==> src/rtl/cache_controller_if.sv <==
// Control/status bundle between the cache controller FSM and the cache datapath.
// The controller drives the ten strobes; the datapath returns three status bits.
interface cache_internal_if;
   logic miss_recovery_mode;
   logic set_hmem_block_address;
   logic reset_counter;
   logic use_victim_tag_for_hmem_block_address;
   logic decrement_counter;
   logic clear_selected_dirty_bit;
   logic clear_selected_valid_bit;
   logic finish_new_line_install;
   logic perform_write;
   logic set_selected_dirty_bit;
   logic valid_block_match;
   logic valid_dirty_bit;
   logic counter_done;

   modport controller (
      output miss_recovery_mode, set_hmem_block_address, reset_counter,
             use_victim_tag_for_hmem_block_address, decrement_counter,
             clear_selected_dirty_bit, clear_selected_valid_bit,
             finish_new_line_install, perform_write, set_selected_dirty_bit,
      input  valid_block_match, valid_dirty_bit, counter_done
   );

   modport datapath (
      input  miss_recovery_mode, set_hmem_block_address, reset_counter,
             use_victim_tag_for_hmem_block_address, decrement_counter,
             clear_selected_dirty_bit, clear_selected_valid_bit,
             finish_new_line_install, perform_write, set_selected_dirty_bit,
      output valid_block_match, valid_dirty_bit, counter_done
   );

   modport master (
      output miss_recovery_mode, set_hmem_block_address, reset_counter,
             use_victim_tag_for_hmem_block_address, decrement_counter,
             clear_selected_dirty_bit, clear_selected_valid_bit,
             finish_new_line_install, perform_write, set_selected_dirty_bit,
      input  valid_block_match, valid_dirty_bit, counter_done
   );

   modport slave (
      input  miss_recovery_mode, set_hmem_block_address, reset_counter,
             use_victim_tag_for_hmem_block_address, decrement_counter,
             clear_selected_dirty_bit, clear_selected_valid_bit,
             finish_new_line_install, perform_write, set_selected_dirty_bit,
      output valid_block_match, valid_dirty_bit, counter_done
   );
endinterface

==> src/rtl/cache_controller.sv <==
// Cache sequencing FSM: hit/miss resolution, dirty write-back, line fill, replayed lookup.
// Optional statistics counters are enabled by defining CACHE_CTRL_STATS_EN.
module cache_controller #(
   parameter int STAT_WIDTH = 32
) (
   input  logic clk,
   input  logic reset,
   input  logic req_valid,
   input  logic req_op,
   output logic req_ready,
   output logic resp_valid,
   output logic hmem_req,
   output logic hmem_we,
   input  logic hmem_ack,
   cache_internal_if.controller ctrl
`ifdef CACHE_CTRL_STATS_EN
   ,
   output logic [STAT_WIDTH-1:0] hit_count,
   output logic [STAT_WIDTH-1:0] miss_count,
   output logic [STAT_WIDTH-1:0] writeback_count
`endif
);

   typedef enum logic [1:0] {IDLE, LOOKUP, WRITEBACK, ALLOCATE} state_t;

   state_t state_reg;
   state_t state_next;
   logic   op_reg;

   generate
      if (STAT_WIDTH < 1) begin : g_bad_stat_width
         $error("STAT_WIDTH must be at least 1");
      end
   endgenerate

   always_ff @(posedge clk) begin
      if (reset) begin
         state_reg <= IDLE;
         op_reg    <= 1'b0;
      end else begin
         state_reg <= state_next;
         if (state_reg == IDLE && req_valid) begin
            op_reg <= req_op;
         end
      end
   end

   // Outputs are forced to their idle values while reset is high so hmem_req drops at once.
   always_comb begin
      state_next = state_reg;
      req_ready  = 1'b0;
      resp_valid = 1'b0;
      hmem_req   = 1'b0;
      hmem_we    = 1'b0;
      ctrl.miss_recovery_mode                    = 1'b0;
      ctrl.set_hmem_block_address                = 1'b0;
      ctrl.reset_counter                         = 1'b0;
      ctrl.use_victim_tag_for_hmem_block_address = 1'b0;
      ctrl.decrement_counter                     = 1'b0;
      ctrl.clear_selected_dirty_bit              = 1'b0;
      ctrl.clear_selected_valid_bit              = 1'b0;
      ctrl.finish_new_line_install               = 1'b0;
      ctrl.perform_write                         = 1'b0;
      ctrl.set_selected_dirty_bit                = 1'b0;
      if (reset) begin
         req_ready = 1'b1;
      end else begin
         case (state_reg)
            IDLE: begin
               req_ready = 1'b1;
               if (req_valid) begin
                  state_next = LOOKUP;
               end
            end
            LOOKUP: begin
               if (ctrl.valid_block_match) begin
                  resp_valid = 1'b1;
                  if (op_reg) begin
                     ctrl.perform_write          = 1'b1;
                     ctrl.set_selected_dirty_bit = 1'b1;
                  end
                  state_next = IDLE;
               end else begin
                  ctrl.miss_recovery_mode     = 1'b1;
                  ctrl.set_hmem_block_address = 1'b1;
                  ctrl.reset_counter          = 1'b1;
                  if (ctrl.valid_dirty_bit) begin
                     ctrl.use_victim_tag_for_hmem_block_address = 1'b1;
                     state_next = WRITEBACK;
                  end else begin
                     state_next = ALLOCATE;
                  end
               end
            end
            WRITEBACK: begin
               ctrl.miss_recovery_mode = 1'b1;
               hmem_req = 1'b1;
               hmem_we  = 1'b1;
               // Final word reloads the counter for the fill, so no decrement then.
               if (hmem_ack) begin
                  if (ctrl.counter_done) begin
                     ctrl.clear_selected_dirty_bit = 1'b1;
                     ctrl.clear_selected_valid_bit = 1'b1;
                     ctrl.set_hmem_block_address   = 1'b1;
                     ctrl.reset_counter            = 1'b1;
                     state_next = ALLOCATE;
                  end else begin
                     ctrl.decrement_counter = 1'b1;
                  end
               end
            end
            ALLOCATE: begin
               ctrl.miss_recovery_mode = 1'b1;
               hmem_req = 1'b1;
               if (hmem_ack) begin
                  ctrl.decrement_counter = 1'b1;
                  if (ctrl.counter_done) begin
                     ctrl.finish_new_line_install = 1'b1;
                     state_next = LOOKUP;
                  end
               end
            end
            default: state_next = IDLE;
         endcase
      end
   end

`ifdef CACHE_CTRL_STATS_EN
   logic       replay_reg;
   logic [2:0] stat_event;

   always_ff @(posedge clk) begin
      if (reset) begin
         replay_reg <= 1'b0;
      end else if (state_reg == IDLE && req_valid) begin
         replay_reg <= 1'b0;
      end else if (state_reg == ALLOCATE && hmem_ack && ctrl.counter_done) begin
         replay_reg <= 1'b1;
      end
   end

   // Replayed lookups after a fill are not real hits and are excluded.
   assign stat_event[0] = (state_reg == LOOKUP) && ctrl.valid_block_match && !replay_reg;
   assign stat_event[1] = (state_reg == LOOKUP) && !ctrl.valid_block_match;
   assign stat_event[2] = (state_reg == WRITEBACK) && hmem_ack && ctrl.counter_done;

   genvar gi;
   generate
      for (gi = 0; gi < 3; gi++) begin : g_stat
         logic [STAT_WIDTH-1:0] count_reg;
         always_ff @(posedge clk) begin
            if (reset) begin
               count_reg <= '0;
            end else if (stat_event[gi] && count_reg != {STAT_WIDTH{1'b1}}) begin
               count_reg <= count_reg + 1'b1;
            end
         end
      end
   endgenerate

   assign hit_count       = g_stat[0].count_reg;
   assign miss_count      = g_stat[1].count_reg;
   assign writeback_count = g_stat[2].count_reg;
`endif

endmodule

==> src/flat_wrapper.sv <==
// flat-port wrapper written by rule: the top's interface ports become plain ports
module cache_controller_flat 
#(
   parameter int STAT_WIDTH = 32
)
  (clk, reset, req_valid, req_op, req_ready, resp_valid, hmem_req, hmem_we, hmem_ack, ctrl_miss_recovery_mode, ctrl_set_hmem_block_address, ctrl_reset_counter, ctrl_use_victim_tag_for_hmem_block_address, ctrl_decrement_counter, ctrl_clear_selected_dirty_bit, ctrl_clear_selected_valid_bit, ctrl_finish_new_line_install, ctrl_perform_write, ctrl_set_selected_dirty_bit, ctrl_valid_block_match, ctrl_valid_dirty_bit, ctrl_counter_done);
  cache_internal_if ctrl_i ();
  input  logic clk;
  input  logic reset;
  input  logic req_valid;
  input  logic req_op;
  output logic req_ready;
  output logic resp_valid;
  output logic hmem_req;
  output logic hmem_we;
  input  logic hmem_ack;
  output wire logic [$bits(ctrl_i.miss_recovery_mode)-1:0] ctrl_miss_recovery_mode;
  output wire logic [$bits(ctrl_i.set_hmem_block_address)-1:0] ctrl_set_hmem_block_address;
  output wire logic [$bits(ctrl_i.reset_counter)-1:0] ctrl_reset_counter;
  output wire logic [$bits(ctrl_i.use_victim_tag_for_hmem_block_address)-1:0] ctrl_use_victim_tag_for_hmem_block_address;
  output wire logic [$bits(ctrl_i.decrement_counter)-1:0] ctrl_decrement_counter;
  output wire logic [$bits(ctrl_i.clear_selected_dirty_bit)-1:0] ctrl_clear_selected_dirty_bit;
  output wire logic [$bits(ctrl_i.clear_selected_valid_bit)-1:0] ctrl_clear_selected_valid_bit;
  output wire logic [$bits(ctrl_i.finish_new_line_install)-1:0] ctrl_finish_new_line_install;
  output wire logic [$bits(ctrl_i.perform_write)-1:0] ctrl_perform_write;
  output wire logic [$bits(ctrl_i.set_selected_dirty_bit)-1:0] ctrl_set_selected_dirty_bit;
  input wire logic [$bits(ctrl_i.valid_block_match)-1:0] ctrl_valid_block_match;
  input wire logic [$bits(ctrl_i.valid_dirty_bit)-1:0] ctrl_valid_dirty_bit;
  input wire logic [$bits(ctrl_i.counter_done)-1:0] ctrl_counter_done;
  assign ctrl_miss_recovery_mode = ctrl_i.miss_recovery_mode;
  assign ctrl_set_hmem_block_address = ctrl_i.set_hmem_block_address;
  assign ctrl_reset_counter = ctrl_i.reset_counter;
  assign ctrl_use_victim_tag_for_hmem_block_address = ctrl_i.use_victim_tag_for_hmem_block_address;
  assign ctrl_decrement_counter = ctrl_i.decrement_counter;
  assign ctrl_clear_selected_dirty_bit = ctrl_i.clear_selected_dirty_bit;
  assign ctrl_clear_selected_valid_bit = ctrl_i.clear_selected_valid_bit;
  assign ctrl_finish_new_line_install = ctrl_i.finish_new_line_install;
  assign ctrl_perform_write = ctrl_i.perform_write;
  assign ctrl_set_selected_dirty_bit = ctrl_i.set_selected_dirty_bit;
  assign ctrl_i.valid_block_match = ctrl_valid_block_match;
  assign ctrl_i.valid_dirty_bit = ctrl_valid_dirty_bit;
  assign ctrl_i.counter_done = ctrl_counter_done;
  cache_controller #(.STAT_WIDTH(STAT_WIDTH)) u_core (.clk(clk), .reset(reset), .req_valid(req_valid), .req_op(req_op), .req_ready(req_ready), .resp_valid(resp_valid), .hmem_req(hmem_req), .hmem_we(hmem_we), .hmem_ack(hmem_ack), .ctrl(ctrl_i));
endmodule
==> config.mk <==
export PLATFORM = sky130hd
export DESIGN_NAME = cache_controller_flat
export DESIGN_NICKNAME = d
export VERILOG_FILES = /design/src/rtl/cache_controller_if.sv /design/src/rtl/cache_controller.sv /design/src/flat_wrapper.sv
export SDC_FILE = /design/constraint.sdc
export NUM_CORES = 1
export LEC_CHECK = 0
export CORE_AREA = 4 4 41 43
export CTS_BUF_LIST = sky130_fd_sc_hd__clkbuf_4
export DETAILED_ROUTE_END_ITERATION = 12
export DIE_AREA = 0 0 45 47
export HOLD_SLACK_MARGIN = 0.1
export PLACE_DENSITY = 0.67
export SLEW_MARGIN = 10
export SYNTH_ARGS = -nofsm -noshare
export SYNTH_HDL_FRONTEND = slang
export SYNTH_SLANG_ARGS = --single-unit
==> constraint.sdc <==
create_clock -name clk -period 1.3 [get_ports clk]
set_clock_uncertainty 0.05 [all_clocks]
set_input_delay 0.13 -clock clk [delete_from_list [all_inputs] [get_ports clk]]
set_output_delay 0.13 -clock clk [all_outputs]
set_load 0.1 [all_outputs]
==> impl_metrics.xml, run 1 <==
<?xml version="1.0" encoding="UTF-8"?>
<metrics>
  <group name="timing">
    <metric name="max_slew_vio_count" unit="">0</metric>
    <metric name="final_hold_viol_count" unit="">0</metric>
    <metric name="post-route-worst-setup-slack" unit="ps">-298</metric>
    <metric name="max-slew-margin-rel" unit="%">83.1</metric>
    <metric name="fin_crit" unit="ps">1600</metric>
    <metric name="final.setup.tns" unit="ps">-3460</metric>
    <metric name="worst_pin_slew" unit="ps">253</metric>
    <metric name="rsz0062_at_grt" unit="">true</metric>
    <metric name="setup_violations" unit="">17</metric>
    <metric name="finalCritPeriodShare" unit="%">123</metric>
    <metric name="max_clock_freq" unit="GHz">0.626</metric>
  </group>
  <group name="setup_path">
    <metric name="element_type_at_the_critical_path_start" unit="">flop</metric>
    <metric name="critPathSlowestCell" unit="">dfxtp_4</metric>
    <metric name="critPathArrivalTime" unit="ps">1420</metric>
    <metric name="reg2reg_setup_slack" unit="ps">-140</metric>
    <metric name="crit_chain" unit="">inv_4 &gt; ha_2 &gt; nor2_1 &gt; buf_4 &gt; a21oi_4 &gt; buf_12</metric>
    <metric name="rr_startpoint" unit="">u_core.state_reg[0]</metric>
    <metric name="crit_path_max_incr_delay" unit="ps">360</metric>
    <metric name="required" unit="ps">1120</metric>
    <metric name="endpoint_kind" unit="">output pin</metric>
    <metric name="peak_fanout_along_the_critical_path" unit="">4</metric>
    <metric name="critical_path.n_buffers_inverters" unit="">3</metric>
    <metric name="worst-r2r-cell-count" unit="">7</metric>
    <metric name="critical_path.top_delay_family" unit="">buffers and inverters</metric>
    <metric name="crit_type" unit="">reg -&gt; out</metric>
    <metric name="regToRegEndpoint" unit="">u_core.state_reg[0]</metric>
  </group>
  <group name="status">
    <metric name="result_of_the_run" unit="">complete, but fails checks</metric>
    <metric name="failed_checks" unit="">setup timing</metric>
  </group>
  <group name="yosys">
    <metric name="synth_compound_gate_area_share" unit="%">26.3</metric>
    <metric name="syn-cell-area" unit="um^2">400</metric>
    <metric name="synth_area_leaders" unit="">ha_1 (19%), dfxtp_1 (15%), o2bb2ai_4 (6.9%)</metric>
    <metric name="synth_cell_type_count" unit="">24</metric>
    <metric name="avgSynthCellArea" unit="um^2">8.70</metric>
    <metric name="ys_ff_latch" unit="">3</metric>
    <metric name="yosys-mux-area-fraction" unit="%">0</metric>
    <metric name="synth_fp_nets" unit="">60</metric>
    <metric name="syn_inst" unit="">46</metric>
    <metric name="synth_edf_count" unit="">0</metric>
    <metric name="seq_area_frac_synth" unit="%">15.0</metric>
    <metric name="yosys_warnings" unit="">0</metric>
    <metric name="synth_flop_cell" unit="">dfxtp_1</metric>
    <metric name="synthAdderAreaFrac" unit="%">18.8</metric>
    <metric name="synth_top_family_by_area" unit="">simple AND/OR/NAND/NOR gates</metric>
    <metric name="synth_top_cell_by_area" unit="">ha_1</metric>
    <metric name="simple_gate_share_of_the_synthesized_area" unit="%">27.8</metric>
    <metric name="yosysMostFrequentCell" unit="">ha_1</metric>
    <metric name="synthTopCellsByCount" unit="">ha_1 (6), inv_1 (4), nor2_1 (4)</metric>
    <metric name="synthXorXnorAreaFrac" unit="%">0</metric>
    <metric name="synth_top_area_share" unit="%">18.8</metric>
    <metric name="postSynth.asyncResetShare" unit="%">0</metric>
  </group>
  <group name="power_and_ir_drop">
    <metric name="static-leakage-power" unit="nW">0.448</metric>
    <metric name="max-vdd-ir-drop" unit="mV">0.492</metric>
    <metric name="pwr_density_cell" unit="nW/um^2">674</metric>
  </group>
  <group name="hold_path">
    <metric name="timing.hold.worst.start" unit="">u_core.op_reg</metric>
    <metric name="timing.hold.worst_path_depth" unit="">2</metric>
    <metric name="hold-path-endpoint" unit="">u_core.op_reg</metric>
    <metric name="hold_path.class" unit="">reg -&gt; reg</metric>
  </group>
  <group name="run">
    <metric name="maxCapViolCount" unit="">0</metric>
  </group>
  <group name="clocking">
    <metric name="cts_hold_buffers" unit="">0</metric>
    <metric name="clk_lat_worst_skew" unit="ps">230</metric>
    <metric name="tritoncts.num_buffers" unit="">3</metric>
    <metric name="buffer_levels_on_the_longest_clock_path" unit="">2</metric>
    <metric name="cts_tree" unit="">built</metric>
    <metric name="cts_htree_levels" unit="">1</metric>
    <metric name="cts_root_buf" unit="">clkbuf_4</metric>
    <metric name="clk_transition_reported_paths" unit="ps">40</metric>
    <metric name="cts.sink_count" unit="">3</metric>
  </group>
  <group name="die">
    <metric name="core" unit="um^2">1300</metric>
    <metric name="floorplan_die_width" unit="um">45</metric>
    <metric name="boundaryPins" unit="">22</metric>
    <metric name="floorplan.die_area" unit="um^2">2120</metric>
    <metric name="floorplan.initialDensity" unit="%">30.8</metric>
    <metric name="std_cell_rows" unit="">13</metric>
    <metric name="fp.dieH" unit="um">47</metric>
  </group>
  <group name="route">
    <metric name="detailedRoute.firstIterationViolations" unit="">3</metric>
    <metric name="wire_per_inst" unit="um">16.0</metric>
    <metric name="dr_total_vias" unit="">504</metric>
    <metric name="drcViolationCount" unit="">0</metric>
    <metric name="drtPass1Iterations" unit="">4</metric>
    <metric name="drt_wl_total" unit="um">1690</metric>
    <metric name="vias_per_cell" unit="">4.80</metric>
    <metric name="ant_nets" unit="">0</metric>
  </group>
  <group name="layout">
    <metric name="nFillCells" unit="">72</metric>
    <metric name="multiInputGateArea" unit="um^2">433</metric>
    <metric name="largest_register_ff_count" unit="">2</metric>
    <metric name="drive_above_1_share" unit="%">78.9</metric>
    <metric name="seqCellArea" unit="um^2">67.6</metric>
    <metric name="antenna_cells_inserted" unit="">0</metric>
    <metric name="syn_to_layout_area_delta" unit="%">177</metric>
    <metric name="fin_nets" unit="">105</metric>
  </group>
  <group name="placement">
    <metric name="place.detailed.hpwl" unit="um">1060</metric>
    <metric name="placement.io_buffers" unit="">21</metric>
    <metric name="post-place-ws" unit="ps">-276</metric>
    <metric name="routabilityCongestion" unit="">0.777</metric>
  </group>
  <group name="global_routing">
    <metric name="grt_overflow" unit="">0</metric>
    <metric name="grt_first_pass_wirelength" unit="um">2410</metric>
    <metric name="grt_pass1_vias" unit="">545</metric>
    <metric name="pin_count_of_the_biggest_net_entering_global_routing" unit="">8</metric>
    <metric name="number_of_antenna_violations_at_the_first_check_in_global_routing" unit="">0</metric>
    <metric name="global_route.usage.total" unit="%">15.6</metric>
  </group>
</metrics>
## how the worst max path moves through the flow
stage	from	end	slack, ps	cells after the start
floorplan	u_core.state_reg[0]	ctrl_set_hmem_block_address	-420	5
global placement	reset	ctrl_miss_recovery_mode	-250	5
detailed placement	reset	ctrl_miss_recovery_mode	-280	5
CTS	u_core.state_reg[0]	ctrl_miss_recovery_mode	-290	5
global route	u_core.state_reg[1]	ctrl_miss_recovery_mode	-330	5
finish	u_core.state_reg[0]	ctrl_miss_recovery_mode	-300	6
## cell usage in the layout, fill, tap and decap left out, drive strengths merged, types with 2 or more instances in the layout
cell           instances
a21oi                  4
and3                   2
buf                   37
clkbuf                 4
clkdlybuf4s50          6
dfxtp                  3
ha                     6
inv                    4
nand2                  2
nand2b                 3
nor2                   4
nor2b                  2
o21a                   2
## per-layer routing
metal	up-vias	global-route usage [%]	routed length, um
li1	245	-	-
met1	242	18.6	694
met2	15	26.6	931
met3	2	1.92	43
met4	0	9.94	14
met5	-	0	0
## cells by family (layout without fill, tap and decap cells)
| logic type | after synthesis | after routing |
|---|---|---|
| AND/OR/NAND/NOR | 18 | 18 |
| AO/OA/AOI/OAI | 11 | 11 |
| buffers and inverters | 8 | 52 |
| adder cells (fa/ha/maj) | 6 | 6 |
| flip-flops | 3 | 3 |
## per-stage QoR
stage	utilization [%]	area (um^2)	instances	power, mW	hold WS (ps)
after floorplan	-	513	46	0.325	227
after global placement	73.1	951	95	0.458	395
after detailed placement	73.1	951	95	0.469	413
after CTS	82.6	1070	103	0.712	416
after global routing	85.2	1110	105	0.788	466
final	85.2	1110	105	0.747	437
## what timing repair did
item / in CTS / in global routing
pin swaps: 3 / 2
setup buffers: 4 / 2
resized for setup: 15 / 5
setup endpoints to repair: 16 / 16
## worst min-delay path, cell delays in order, from the launching register on
cell and delay (ps):
dfxtp_1 310, nand2_1 60, a21oi_1 60
## layout make-up
cell class / instances / share of cell area [%]
well taps: 15 / 1.69
clock buffers: 4 / 2.71
inverters: 4 / 2.03
multi-input cells: 35 / 39.1
flip-flops and latches: 3 / 6.09
repair buffers: 44 / 48.4
## where the power goes
part           total (mW)  switching [mW]  internal [mW]
clock               0.189          0.0525          0.136
combinational       0.439           0.230          0.209
sequential          0.119          0.0169          0.102
No activity file was read; power rests on OpenSTA's default activity.
==> inputs of run 2 (changes only) <==
--- a/config.mk
+++ b/config.mk
@@ -7,6 +7,7 @@
 export LEC_CHECK = 0
 export CORE_AREA = 4 4 41 43
 export CTS_BUF_LIST = sky130_fd_sc_hd__clkbuf_4
+export CTS_CLUSTER_SIZE = 28
 export DETAILED_ROUTE_END_ITERATION = 12
 export DIE_AREA = 0 0 45 47
 export HOLD_SLACK_MARGIN = 0.1
==> results of run 2 <==
The final DEF is identical to that of run 1; final timing and power are the same.
==> inputs of run 3 (changes only) <==
--- a/config.mk
+++ b/config.mk
@@ -10,8 +10,8 @@
 export CTS_CLUSTER_SIZE = 28
 export DETAILED_ROUTE_END_ITERATION = 12
 export DIE_AREA = 0 0 45 47
+export DONT_BUFFER_PORTS = 1
 export HOLD_SLACK_MARGIN = 0.1
-export PLACE_DENSITY = 0.67
 export SLEW_MARGIN = 10
 export SYNTH_ARGS = -nofsm -noshare
 export SYNTH_HDL_FRONTEND = slang
==> impl_metrics.xml, run 3 (synthesis results as in run 1) <==
<?xml version="1.0" encoding="UTF-8"?>
<metrics>
  <group name="route">
    <metric name="drtPass1Iterations" unit="">2</metric>
    <metric name="detailedRoute.firstIterationViolations" unit="">3</metric>
    <metric name="drcViolationCount" unit="">0</metric>
    <metric name="drt_wl_total" unit="um">1450</metric>
    <metric name="dr_total_vias" unit="">460</metric>
    <metric name="vias_per_cell" unit="">4.84</metric>
    <metric name="wire_per_inst" unit="um">15.2</metric>
    <metric name="ant_nets" unit="">0</metric>
  </group>
  <group name="timing">
    <metric name="worst_pin_slew" unit="ps">312</metric>
    <metric name="max_slew_vio_count" unit="">0</metric>
    <metric name="setup_violations" unit="">16</metric>
    <metric name="rsz0062_at_grt" unit="">true</metric>
    <metric name="max_clock_freq" unit="GHz">0.631</metric>
    <metric name="fin_crit" unit="ps">1580</metric>
    <metric name="final_hold_viol_count" unit="">0</metric>
    <metric name="finalCritPeriodShare" unit="%">122</metric>
    <metric name="max-slew-margin-rel" unit="%">79.2</metric>
    <metric name="post-route-worst-setup-slack" unit="ps">-285</metric>
  </group>
  <group name="layout">
    <metric name="post-route-util" unit="%">77.8</metric>
    <metric name="antenna_cells_inserted" unit="">0</metric>
    <metric name="fin_nets" unit="">95</metric>
    <metric name="layout_common_cells" unit="">buf_4 (16), buf_12 (10), ha_4 (4), clkbuf_4 (4), buf_6 (4)</metric>
    <metric name="largest_register_ff_count" unit="">2</metric>
    <metric name="finish.cell_count_without_fillers" unit="">95</metric>
    <metric name="seqCellArea" unit="um^2">67.6</metric>
    <metric name="mostFrequentLayoutCell" unit="">buf_4</metric>
    <metric name="nFillCells" unit="">78</metric>
    <metric name="drive_above_1_share" unit="%">82.5</metric>
    <metric name="multiInputGateArea" unit="um^2">448</metric>
    <metric name="syn_to_layout_area_delta" unit="%">153</metric>
  </group>
  <group name="power_and_ir_drop">
    <metric name="power.internal" unit="mW">0.430</metric>
    <metric name="power.net_switching" unit="mW">0.270</metric>
    <metric name="pwr_density_cell" unit="nW/um^2">692</metric>
    <metric name="share_clk_of_total_power" unit="%">25.3</metric>
    <metric name="power_frac_seq" unit="%">17.3</metric>
    <metric name="power.share.combinational" unit="%">57.3</metric>
    <metric name="max-vdd-ir-drop" unit="mV">0.495</metric>
    <metric name="swShare" unit="%">38.5</metric>
    <metric name="static-leakage-power" unit="nW">0.398</metric>
    <metric name="total_power" unit="mW">0.700</metric>
  </group>
  <group name="clocking">
    <metric name="clk_transition_reported_paths" unit="ps">30</metric>
    <metric name="clk_lat_worst_skew" unit="ps">220</metric>
    <metric name="buffer_levels_on_the_longest_clock_path" unit="">2</metric>
    <metric name="cts.sink_count" unit="">3</metric>
    <metric name="cts_root_buf" unit="">clkbuf_4</metric>
    <metric name="cts_htree_levels" unit="">1</metric>
    <metric name="tritoncts.num_buffers" unit="">3</metric>
    <metric name="cts_tree" unit="">built</metric>
  </group>
  <group name="status">
    <metric name="failed_checks" unit="">setup timing</metric>
    <metric name="result_of_the_run" unit="">complete, but fails checks</metric>
  </group>
  <group name="setup_path">
    <metric name="worst-r2r-cell-count" unit="">7</metric>
    <metric name="crit_type" unit="">reg -&gt; out</metric>
    <metric name="critPathArrivalTime" unit="ps">1400</metric>
    <metric name="crit_chain" unit="">inv_6 &gt; ha_4 &gt; or2_4 &gt; a21oi_4 &gt; buf_12</metric>
    <metric name="endpoint_kind" unit="">output pin</metric>
    <metric name="timing.critical_path.from" unit="">u_core.state_reg[1]</metric>
    <metric name="peak_fanout_along_the_critical_path" unit="">4</metric>
    <metric name="rr_startpoint" unit="">u_core.state_reg[0]</metric>
    <metric name="critPathSlowestCell" unit="">dfxtp_4</metric>
    <metric name="crit_path_max_incr_delay" unit="ps">400</metric>
    <metric name="setup.worst_path.end" unit="">ctrl_miss_recovery_mode</metric>
    <metric name="reg2reg_setup_slack" unit="ps">-170</metric>
    <metric name="required" unit="ps">1120</metric>
    <metric name="regToRegEndpoint" unit="">u_core.state_reg[1]</metric>
    <metric name="element_type_at_the_critical_path_start" unit="">flop</metric>
  </group>
  <group name="global_routing">
    <metric name="grt_first_pass_wirelength" unit="um">1930</metric>
    <metric name="globalRouteMet1Util" unit="%">14.1</metric>
    <metric name="number_of_antenna_violations_at_the_first_check_in_global_routing" unit="">0</metric>
    <metric name="pin_count_of_the_biggest_net_entering_global_routing" unit="">10</metric>
    <metric name="groute.layer.met3.usage" unit="%">0</metric>
    <metric name="grt_pass1_vias" unit="">419</metric>
    <metric name="grtUsageMet2" unit="%">24.0</metric>
    <metric name="grt_overflow" unit="">0</metric>
    <metric name="global_route.usage.total" unit="%">12.1</metric>
    <metric name="grt.busiest_layer" unit="">met2</metric>
  </group>
  <group name="placement">
    <metric name="placement.io_buffers" unit="">0</metric>
    <metric name="routabilityCongestion" unit="">0.817</metric>
    <metric name="place.detailed.hpwl" unit="um">871</metric>
    <metric name="dpl.cell_count" unit="">74</metric>
  </group>
  <group name="die">
    <metric name="floorplan.initialDensity" unit="%">30.8</metric>
    <metric name="std_cell_rows" unit="">13</metric>
    <metric name="floorplan_die_width" unit="um">45</metric>
    <metric name="fp.dieH" unit="um">47</metric>
    <metric name="floorplan.die_area" unit="um^2">2120</metric>
    <metric name="core" unit="um^2">1300</metric>
    <metric name="boundaryPins" unit="">22</metric>
  </group>
  <group name="hold_path">
    <metric name="hold_path.class" unit="">in -&gt; reg</metric>
  </group>
  <group name="run">
    <metric name="maxCapViolCount" unit="">0</metric>
  </group>
</metrics>
-- run 3: per-layer routing --
| metal | part of all wire [%] | vias to the layer above |
|---|---|---|
| met4 | 0 | 0 |
| met5 | 0 | - |
| met1 | 42 | 226 |
| met3 | 3.4 | 0 |
| met2 | 54 | 9 |
| li1 | - | 225 |
-- run 3: metrics by stage --
step           cell area, um^2  hold slack (ps)  setup slack [ps]  setup TNS [ps]
2_1_floorplan              513              227              -425           -2120
3_3_place_gp               726              148             -71.9            -278
3_5_place_dp               726              153             -96.3            -447
4_1_cts                    833              101              -284           -3160
5_1_grt                   1010              151              -338           -4470
6_report                  1010              164              -285           -3660
-- run 3: worst min path at each step --
stage	startpoint	endpoint	slack, ps	depth (start not counted)
CTS	ctrl_counter_done	u_core.state_reg[0]	100	2
global route	ctrl_valid_block_match	u_core.state_reg[0]	150	2
finish	ctrl_valid_block_match	u_core.state_reg[0]	160	2
floorplan	req_op	u_core.op_reg	230	2
detailed placement	reset	u_core.state_reg[0]	150	1
global placement	reset	u_core.state_reg[0]	150	1
-- run 3: repair_timing --
item / CTS / global route
buffers inserted: 2 / 13
setup endpoints to repair: 16 / 16
pin swaps: 4 / 12
endpoints found under the hold margin: 3 / 0
resized for setup: 8 / 18
hold buffers: 3 / 0
-- run 3: cell type report --
cell class / count / area share [%]
multi-input cells: 35 / 44.3
repair buffers: 34 / 41.8
flip-flops and latches: 3 / 6.67
clock buffers: 4 / 2.97
inverters: 4 / 2.47
well taps: 15 / 1.85
-- run 3: worst max-delay path: cells and delay by family, from the launching register on --
kind,cells,cell delay [ps]
AO/OA/AOI/OAI,1,140
adder cells (fa/ha/maj),1,160
buffers and inverters,2,250
flip-flops,1,400
AND/OR/NAND/NOR,1,240
-- run 3: power groups by stage --
| stage | Sequential (mW) | Combinational, mW | Clock [mW] |
|---|---|---|---|
| after floorplan | 0.115 | 0.209 | 0 |
| after global placement | 0.117 | 0.276 | 0 |
| after detailed placement | 0.118 | 0.279 | 0 |
| after CTS | 0.116 | 0.318 | 0.183 |
| after global routing | 0.123 | 0.419 | 0.196 |
| final | 0.121 | 0.401 | 0.177 |
